[config.mk]
export PLATFORM = sky130hd
export DESIGN_NAME = print_arbiter
export DESIGN_NICKNAME = d
export VERILOG_FILES = /design/src/rtl/print_arbiter.sv
export SDC_FILE = /design/constraint.sdc
export NUM_CORES = 1
export LEC_CHECK = 0
export ABC_AREA = 1
export CAP_MARGIN = 25
export CORE_AREA = 2 2 79 81
export DETAILED_ROUTE_END_ITERATION = 6
export DIE_AREA = 0 0 81 83
export GPL_ROUTABILITY_DRIVEN = 0
export PLACE_DENSITY_LB_ADDON = 0.12
export SYNTH_ARGS = -nofsm -noshare
export SYNTH_HDL_FRONTEND = slang
export SYNTH_SLANG_ARGS = --single-unit
[constraint.sdc]
create_clock -name clk -period 1.67 [get_ports clk]
set_clock_uncertainty 0.05 [all_clocks]
set_input_delay 0.334 -clock clk [delete_from_list [all_inputs] [get_ports clk]]
set_output_delay 0.334 -clock clk [all_outputs]
set_load 0.02 [all_outputs]
[src/rtl/print_arbiter.sv]
// Two-port round-robin byte arbiter in front of a printer UART transmitter.
// Sends a wake byte after a power-up delay. Optional printer flow control is enabled with `define PRN_FLOW_EN.
//
// state    | meaning
// ---------+-----------------------------------------------------------
// WAKEDLY  | counting the post-reset delay before the wake byte
// WAKE     | wake byte presented to the transmitter until tx_done
// IDLE     | arbitrating between the command and keyboard requesters
// SEND     | granted byte presented to the transmitter until tx_done
// GAP      | enforced idle spacing after every transmitted byte
module print_arbiter #(
   parameter int unsigned WAKE_DELAY = 50000000,
   parameter logic [7:0]  WAKE_BYTE  = 8'hFF,
   parameter int unsigned GAP_CYCLES = 2604
) (
   input  logic       clk,
   input  logic       rst_l,
   input  logic       cmd_valid,
   input  logic [7:0] cmd_byte,
   output logic       cmd_ready,
   input  logic       key_valid,
   input  logic [7:0] key_byte,
   output logic       key_ready,
   output logic       tx_set_byte,
   output logic [7:0] tx_byte,
   input  logic       tx_done,
   input  logic       prn_busy,
   output logic       grant_cmd,
   output logic       busy
);

   typedef enum logic [2:0] {
      ST_WAKEDLY,
      ST_WAKE,
      ST_IDLE,
      ST_SEND,
      ST_GAP
   } state_t;

   // Terminal counts; a zero parameter degenerates to a single cycle.
   localparam logic [31:0] WAKE_LAST = (WAKE_DELAY > 0) ? 32'(WAKE_DELAY - 1) : 32'd0;
   localparam logic [31:0] GAP_LAST  = (GAP_CYCLES > 0) ? 32'(GAP_CYCLES - 1) : 32'd0;

   state_t      state_q, state_d;
   logic [31:0] cnt_q, cnt_d;
   logic [7:0]  hold_q, hold_d;
   logic        last_cmd_q, last_cmd_d;

   logic        grant_ok;
   logic        pick_cmd;
   logic        pick_key;

`ifdef PRN_FLOW_EN
   assign grant_ok = ~prn_busy;
`else
   logic prn_busy_unused;
   assign prn_busy_unused = prn_busy;
   assign grant_ok        = 1'b1;
`endif

   // On a tie the port that did not win last time is served.
   assign pick_cmd = cmd_valid & (~key_valid | ~last_cmd_q);
   assign pick_key = key_valid & (~cmd_valid |  last_cmd_q);

   always_ff @(posedge clk or negedge rst_l) begin
      if (!rst_l) begin
         state_q    <= ST_WAKEDLY;
         cnt_q      <= '0;
         hold_q     <= '0;
         last_cmd_q <= 1'b0;
      end else begin
         state_q    <= state_d;
         cnt_q      <= cnt_d;
         hold_q     <= hold_d;
         last_cmd_q <= last_cmd_d;
      end
   end

   always_comb begin
      state_d     = state_q;
      cnt_d       = '0;
      hold_d      = hold_q;
      last_cmd_d  = last_cmd_q;
      cmd_ready   = 1'b0;
      key_ready   = 1'b0;
      tx_set_byte = 1'b0;
      tx_byte     = 8'h00;
      case (state_q)
         ST_WAKEDLY: begin
            if (cnt_q == WAKE_LAST) begin
               state_d = ST_WAKE;
            end else begin
               cnt_d = cnt_q + 32'd1;
            end
         end
         ST_WAKE: begin
            tx_set_byte = 1'b1;
            tx_byte     = WAKE_BYTE;
            if (tx_done) begin
               state_d = ST_GAP;
            end
         end
         ST_IDLE: begin
            if (grant_ok && pick_cmd) begin
               cmd_ready  = 1'b1;
               hold_d     = cmd_byte;
               last_cmd_d = 1'b1;
               state_d    = ST_SEND;
            end else if (grant_ok && pick_key) begin
               key_ready  = 1'b1;
               hold_d     = key_byte;
               last_cmd_d = 1'b0;
               state_d    = ST_SEND;
            end
         end
         ST_SEND: begin
            tx_set_byte = 1'b1;
            tx_byte     = hold_q;
            if (tx_done) begin
               state_d = ST_GAP;
            end
         end
         ST_GAP: begin
            // cnt_q is zero on entry because WAKE/SEND leave it at its default.
            if (cnt_q >= GAP_LAST) begin
               state_d = ST_IDLE;
            end else begin
               cnt_d = cnt_q + 32'd1;
            end
         end
         default: begin
            state_d = ST_WAKEDLY;
         end
      endcase
   end

   assign grant_cmd = last_cmd_q;
   assign busy      = (state_q != ST_IDLE);

endmodule

# Yosys cells after proc, flatten, opt, wreduce, memory -nomap -nowiden

Cells that the tools add are included.

Word-level logic and storage cells: 48
Bits in registers: 44

Equal/unequal tests: 10
Multiplexer cells: 20
Bitwise logic cells: 7
Reduce and logical (&&, ||, !) cells: 5
$add $sub $neg: 1
Magnitude comparators: 1

Operators with widths:

| cell                  | count |
|---|---|
| $mux 32               | 2 |
| $pmux 32 s2           | 1 |
| $add 32x1->32 const B | 1 |
| $eq 32x26->1 const B  | 1 |
| $ge 32x12->1 const B  | 1 |
| $mux 8                | 2 |
| $pmux 8 s2            | 1 |
| $mux 3                | 5 |
| $pmux 3 s4            | 1 |
| $mux 1                | 8 |
| $eq 3x2->1 const B    | 2 |
| $ne 2x2->1 const B    | 2 |
| $reduce_and 4->1      | 1 |
| $eq 3x1->1 const B    | 1 |
| $eq 3x3->1 const B    | 1 |
| $logic_not 3->1       | 1 |
| $ne 3x2->1 const B    | 1 |
| $ne 3x3->1 const B    | 1 |
| $not 1->1             | 3 |
| $and 1x1->1           | 2 |
| $ne 2x1->1 const B    | 1 |
| $or 1x1->1            | 2 |
| $reduce_and 2->1      | 1 |
| $reduce_bool 2->1     | 1 |
| $reduce_or 2->1       | 1 |

# Depth between registers and ports, before layout

Depth after elaboration: 6
Depth in mapped cells: 10
Mapped depth without buffers: 10

# Least setup slack after synthesis

OpenSTA, ideal clock, no wires.

Path type: reg2out
Start: register state_q[0]
End: output port key_ready
Required time: 1286 ps
Slack: -109 ps
Stages on the path, launching flop included: 4
Arrival: 1395 ps
Cell sequence: dfrtp_1 > nor2_1 > nand2_1 > a211oi_1

Cells in the longest elaborated chain, start to end: 2

RTL lines:

| element                  | line | RTL |
|---|---|---|
| start: declaration       | 44   | `state_t state_q, state_d;` |
| start signal: assignment | 72   | `state_q <= state_d;` |
| $eq 3x2->1               | 88   | `case (state_q)` |
| $mux 1                   | 88   |  |
| end: declaration         | 23   | `output logic key_ready,` |

No other way between the ends.

# Worst setup path in the final report

Start: register state_q[2]
End: output port busy

Cells in the longest elaborated chain, start to end: 1

RTL lines:

| element          | line | RTL |
|---|---|---|
| $ne 3x2->1       | 138  | `assign busy = (state_q != ST_IDLE);` |
| end: declaration | 29   | `output logic busy` |

No other way between the ends.

==> metrics.log <==
[metrics] number of antenna repair diodes: 0
[metrics] area growth from synthesis to layout: 29.3%
[metrics] max_cap viols: 0
[metrics] biggest area consumer among synthesized cells: dfrtp_1
[metrics] Synth Flop Type: dfrtp_1
[metrics] largest net degree at the start of global routing: 28
[metrics] fraction of synthesized area in multiplexers: 0
[metrics] Clock Pin Slew Worst Setup and Hold Paths: 0.09 ns
[metrics] Port-buffer cells: 33
[metrics] final wirelength: 7.42 mm
[metrics] Peak Freq: 0.615 GHz
[metrics] cell at the root of the clock tree: clkbuf_8
[metrics] Synth Area in Simple Gates: 0.382
[metrics] worst rel slew slack: 0.688
[metrics] height of the chip: 83 um
[metrics] count of clock tree sinks: 44
[metrics] first-pass GRT wire length: 13.0 mm
[metrics] Cell variety after synth: 36
[metrics] final hold violations: 0
[metrics] Die Area: 6720 sq um
[metrics] total track usage: 0.241
[metrics] count leader, synth: nand2_1
[metrics] I/O pin cnt: 35
[metrics] final max-slew violation count: 0
[metrics] share of synthesized cell area in full adder, half adder and majority cells: 0.00433
[metrics] Total Neg Setup Slack: 0 ns
[metrics] DRC violation total after the first TritonRoute iteration: 166
[metrics] CTS tree: yes
[metrics] critical path arrival: 1.24 ns
[metrics] number of antenna violations at the first check in global routing: 0
[metrics] ranking of synthesized cells by instance count: nand2_1 (102), nor2_1 (74), inv_1 (50), dfrtp_1 (44), nand3_1 (26)
[metrics] Period minus WS final: 1.63 ns
[metrics] area of the mapped netlist: 2890 sq um
[metrics] status: finished clean
[metrics] ratio of cells with drive above 1 in the final layout: 0.240
[metrics] startpoint type of the worst setup path: register
[metrics] Slew @ Worst Pin: 0.468 ns
[metrics] post-detailed-placement half-perimeter wirelength: 5.65 mm
[metrics] critical path fanouts, max: 5
[metrics] Post-Synthesis Net Count: 429
[metrics] worst slack after detailed placement: -0.378 ns
[metrics] xor/xnor share of the synthesized area: 0.0364
[metrics] detailed-route via count: 2,820
[metrics] final clock period utilization by the worst path: 0.974
[metrics] clock insertion delay at the later pin of the skew report: 0.30 ns
[metrics] Avg Inst Size Synth: 7.11 sq um
[metrics] worst endpoint required time: 1.29 ns
[metrics] kind of end point of the critical path: output port
[metrics] die span in x: 81 um
[metrics] Hold/Removal Path Class: input pin to async pin
[metrics] share of async-settable or async-resettable flops after synthesis: 1.00
[metrics] Cells after DPL: 535
[metrics] Min Hold Slack: 0.462 ns
[metrics] total power density per cell area: 1020 nW/um^2
[metrics] # H-tree levels: 2
[metrics] top post-synthesis cells by area: dfrtp_1 (38%), nand2_1 (13%), nor2_1 (9.6%)
[metrics] maximum VDD drop: 0.793 mV
[metrics] number of buffers created by CTS: 5
[metrics] effective utilization at floorplan: 0.496
[metrics] unrepaired setup endpoints after global routing: yes
[metrics] post-synthesis sequential area ratio: 0.381
[metrics] CTS max path bufs: 2
[metrics] fin cells: 550
[metrics] number of global-route vias before repair: 2,875
[metrics] share of the synthesized area in the top cell type: 0.381
[metrics] Avg Vias per Cell: 5.13
[metrics] number of standard-cell rows in the floorplan: 28
[metrics] number of antenna-violating nets in the routed design: 0
[metrics] number of synthesized register bits: 44
[metrics] Setup WS post-layout: 0.0437 ns
[metrics] final design utilization: 0.642
[metrics] Leakage: 0.00167 uW
[metrics] setup violation total in the final timing report: 0
[metrics] yosys warns: 0
[metrics] residual overflow from global routing: 0
[metrics] DRT Pass-1 Iters: 4
[metrics] synthesized netlist cell count: 406
[metrics] CORE AREA: 5820 sq um
[metrics] detailed-route DRC error count: 0
[metrics] classification of the worst setup path: register to output port
[metrics] number of flops mapped to enable cells by yosys: 0
[metrics] post-detailed-route wirelength per cell: 13.5 um
[metrics] combinational family with the most area after synthesis: simple AND/OR/NAND/NOR gates
[metrics] fraction of the mapped netlist area in compound gates: 0.107
[metrics] final net count: 497
kinds of logic after synthesis:
group | Yosys count
XOR/XNOR | 12
adder cells (fa/ha/maj) | 1
AND/OR/NAND/NOR | 243
buffers and inverters | 58
AO/OA/AOI/OAI | 48
flip-flops | 44
routing by layer:
layer,GRT usage,wire length (um),vias up
li1,-,-,1432
met1,0.322,3310,1293
met2,0.381,3510,78
met3,0.0500,416,17
met4,0.0894,182,0
met5,0,0,-
report_power, final:
part | internal (uW) | switching (uW)
combinational | 752 | 1020
clock | 331 | 377
sequential | 1240 | 94.6
sequential cells by signal, indices dropped and copies added, names as in the netlist:
name       cells
cnt_q         32
grant_cmd      1
hold_q         8
state_q        3
worst paths after layout:
check / from / to / slack (ns) / cells past startpoint
min: rst_l / cnt_q[25] / 0.46 / 2
max in group asynchronous: rst_l / cnt_q[16] / 0.59 / 3
min reg2reg: hold_q[0] / hold_q[0] / 0.49 / 2
min in group clk: hold_q[0] / hold_q[0] / 0.49 / 2
max: state_q[2] / busy / 0.04 / 4
max reg2reg: cnt_q[5] / cnt_q[24] / 0.09 / 7
worst max-delay path: stages, from the launching register on:
cell and delay (ns):
dfrtp_1 0.41, nor2_2 0.13, nand2_2 0.09, buf_4 0.16, buf_4 0.15
final cells by class:
type                    instances  area (sq um)
clock buffers                   6          82.6
clock inverters                 2          10.0
fillers                       551          2080
inverters                      52           198
multi-input cells             304          1640
flip-flops and latches         44          1110
well taps                      75          93.8
repair buffers                 67           598
metrics by stage:
| stage | area (sq um) | power (uW) |
|---|---|---|
| 6_report | 3730 | 3810 |
| 5_1_grt | 3730 | 4070 |
| 4_1_cts | 3590 | 3690 |
| 3_5_place_dp | 3520 | 3060 |
| 3_3_place_gp | 3520 | 3040 |
| 2_1_floorplan | 2890 | 2300 |
cells in the final DEF, fill, tap and decap left out, types with 2 or more instances in the layout:
cell | synthesis | layout
nand2_8 | 0 | 2
nand2_2 | 4 | 6
clkinv_2 | 0 | 2
nor2_2 | 4 | 11
o21ai_0 | 11 | 11
nand2_1 | 102 | 99
xor2_1 | 7 | 7
nor3_2 | 2 | 4
buf_12 | 1 | 5
nand3_2 | 2 | 3
clkbuf_8 | 0 | 6
o211ai_1 | 8 | 8
dfrtp_1 | 44 | 40
dfrtp_2 | 0 | 4
nor2_4 | 5 | 7
a21oi_1 | 15 | 15
a21oi_2 | 8 | 8
xnor2_1 | 5 | 5
or2_2 | 4 | 4
nand3_1 | 26 | 24
clkdlybuf4s50_1 | 0 | 19
buf_2 | 1 | 9
buf_4 | 1 | 31
inv_2 | 2 | 3
nor3_1 | 5 | 3
nor2_1 | 74 | 65
inv_1 | 50 | 48
nand4_1 | 10 | 10
what timing repair did:
| item | 4_1_cts | 5_1_grt |
|---|---|---|
| resized for setup | 54 | 32 |
| pin swaps | 0 | 9 |
| hold buffers | 1 | 0 |
| setup buffers | 0 | 6 |
| endpoints found under the setup margin | 28 | 44 |
| hold endpoints to repair | 17 | 0 |
(Power assumes the default switching activity.)
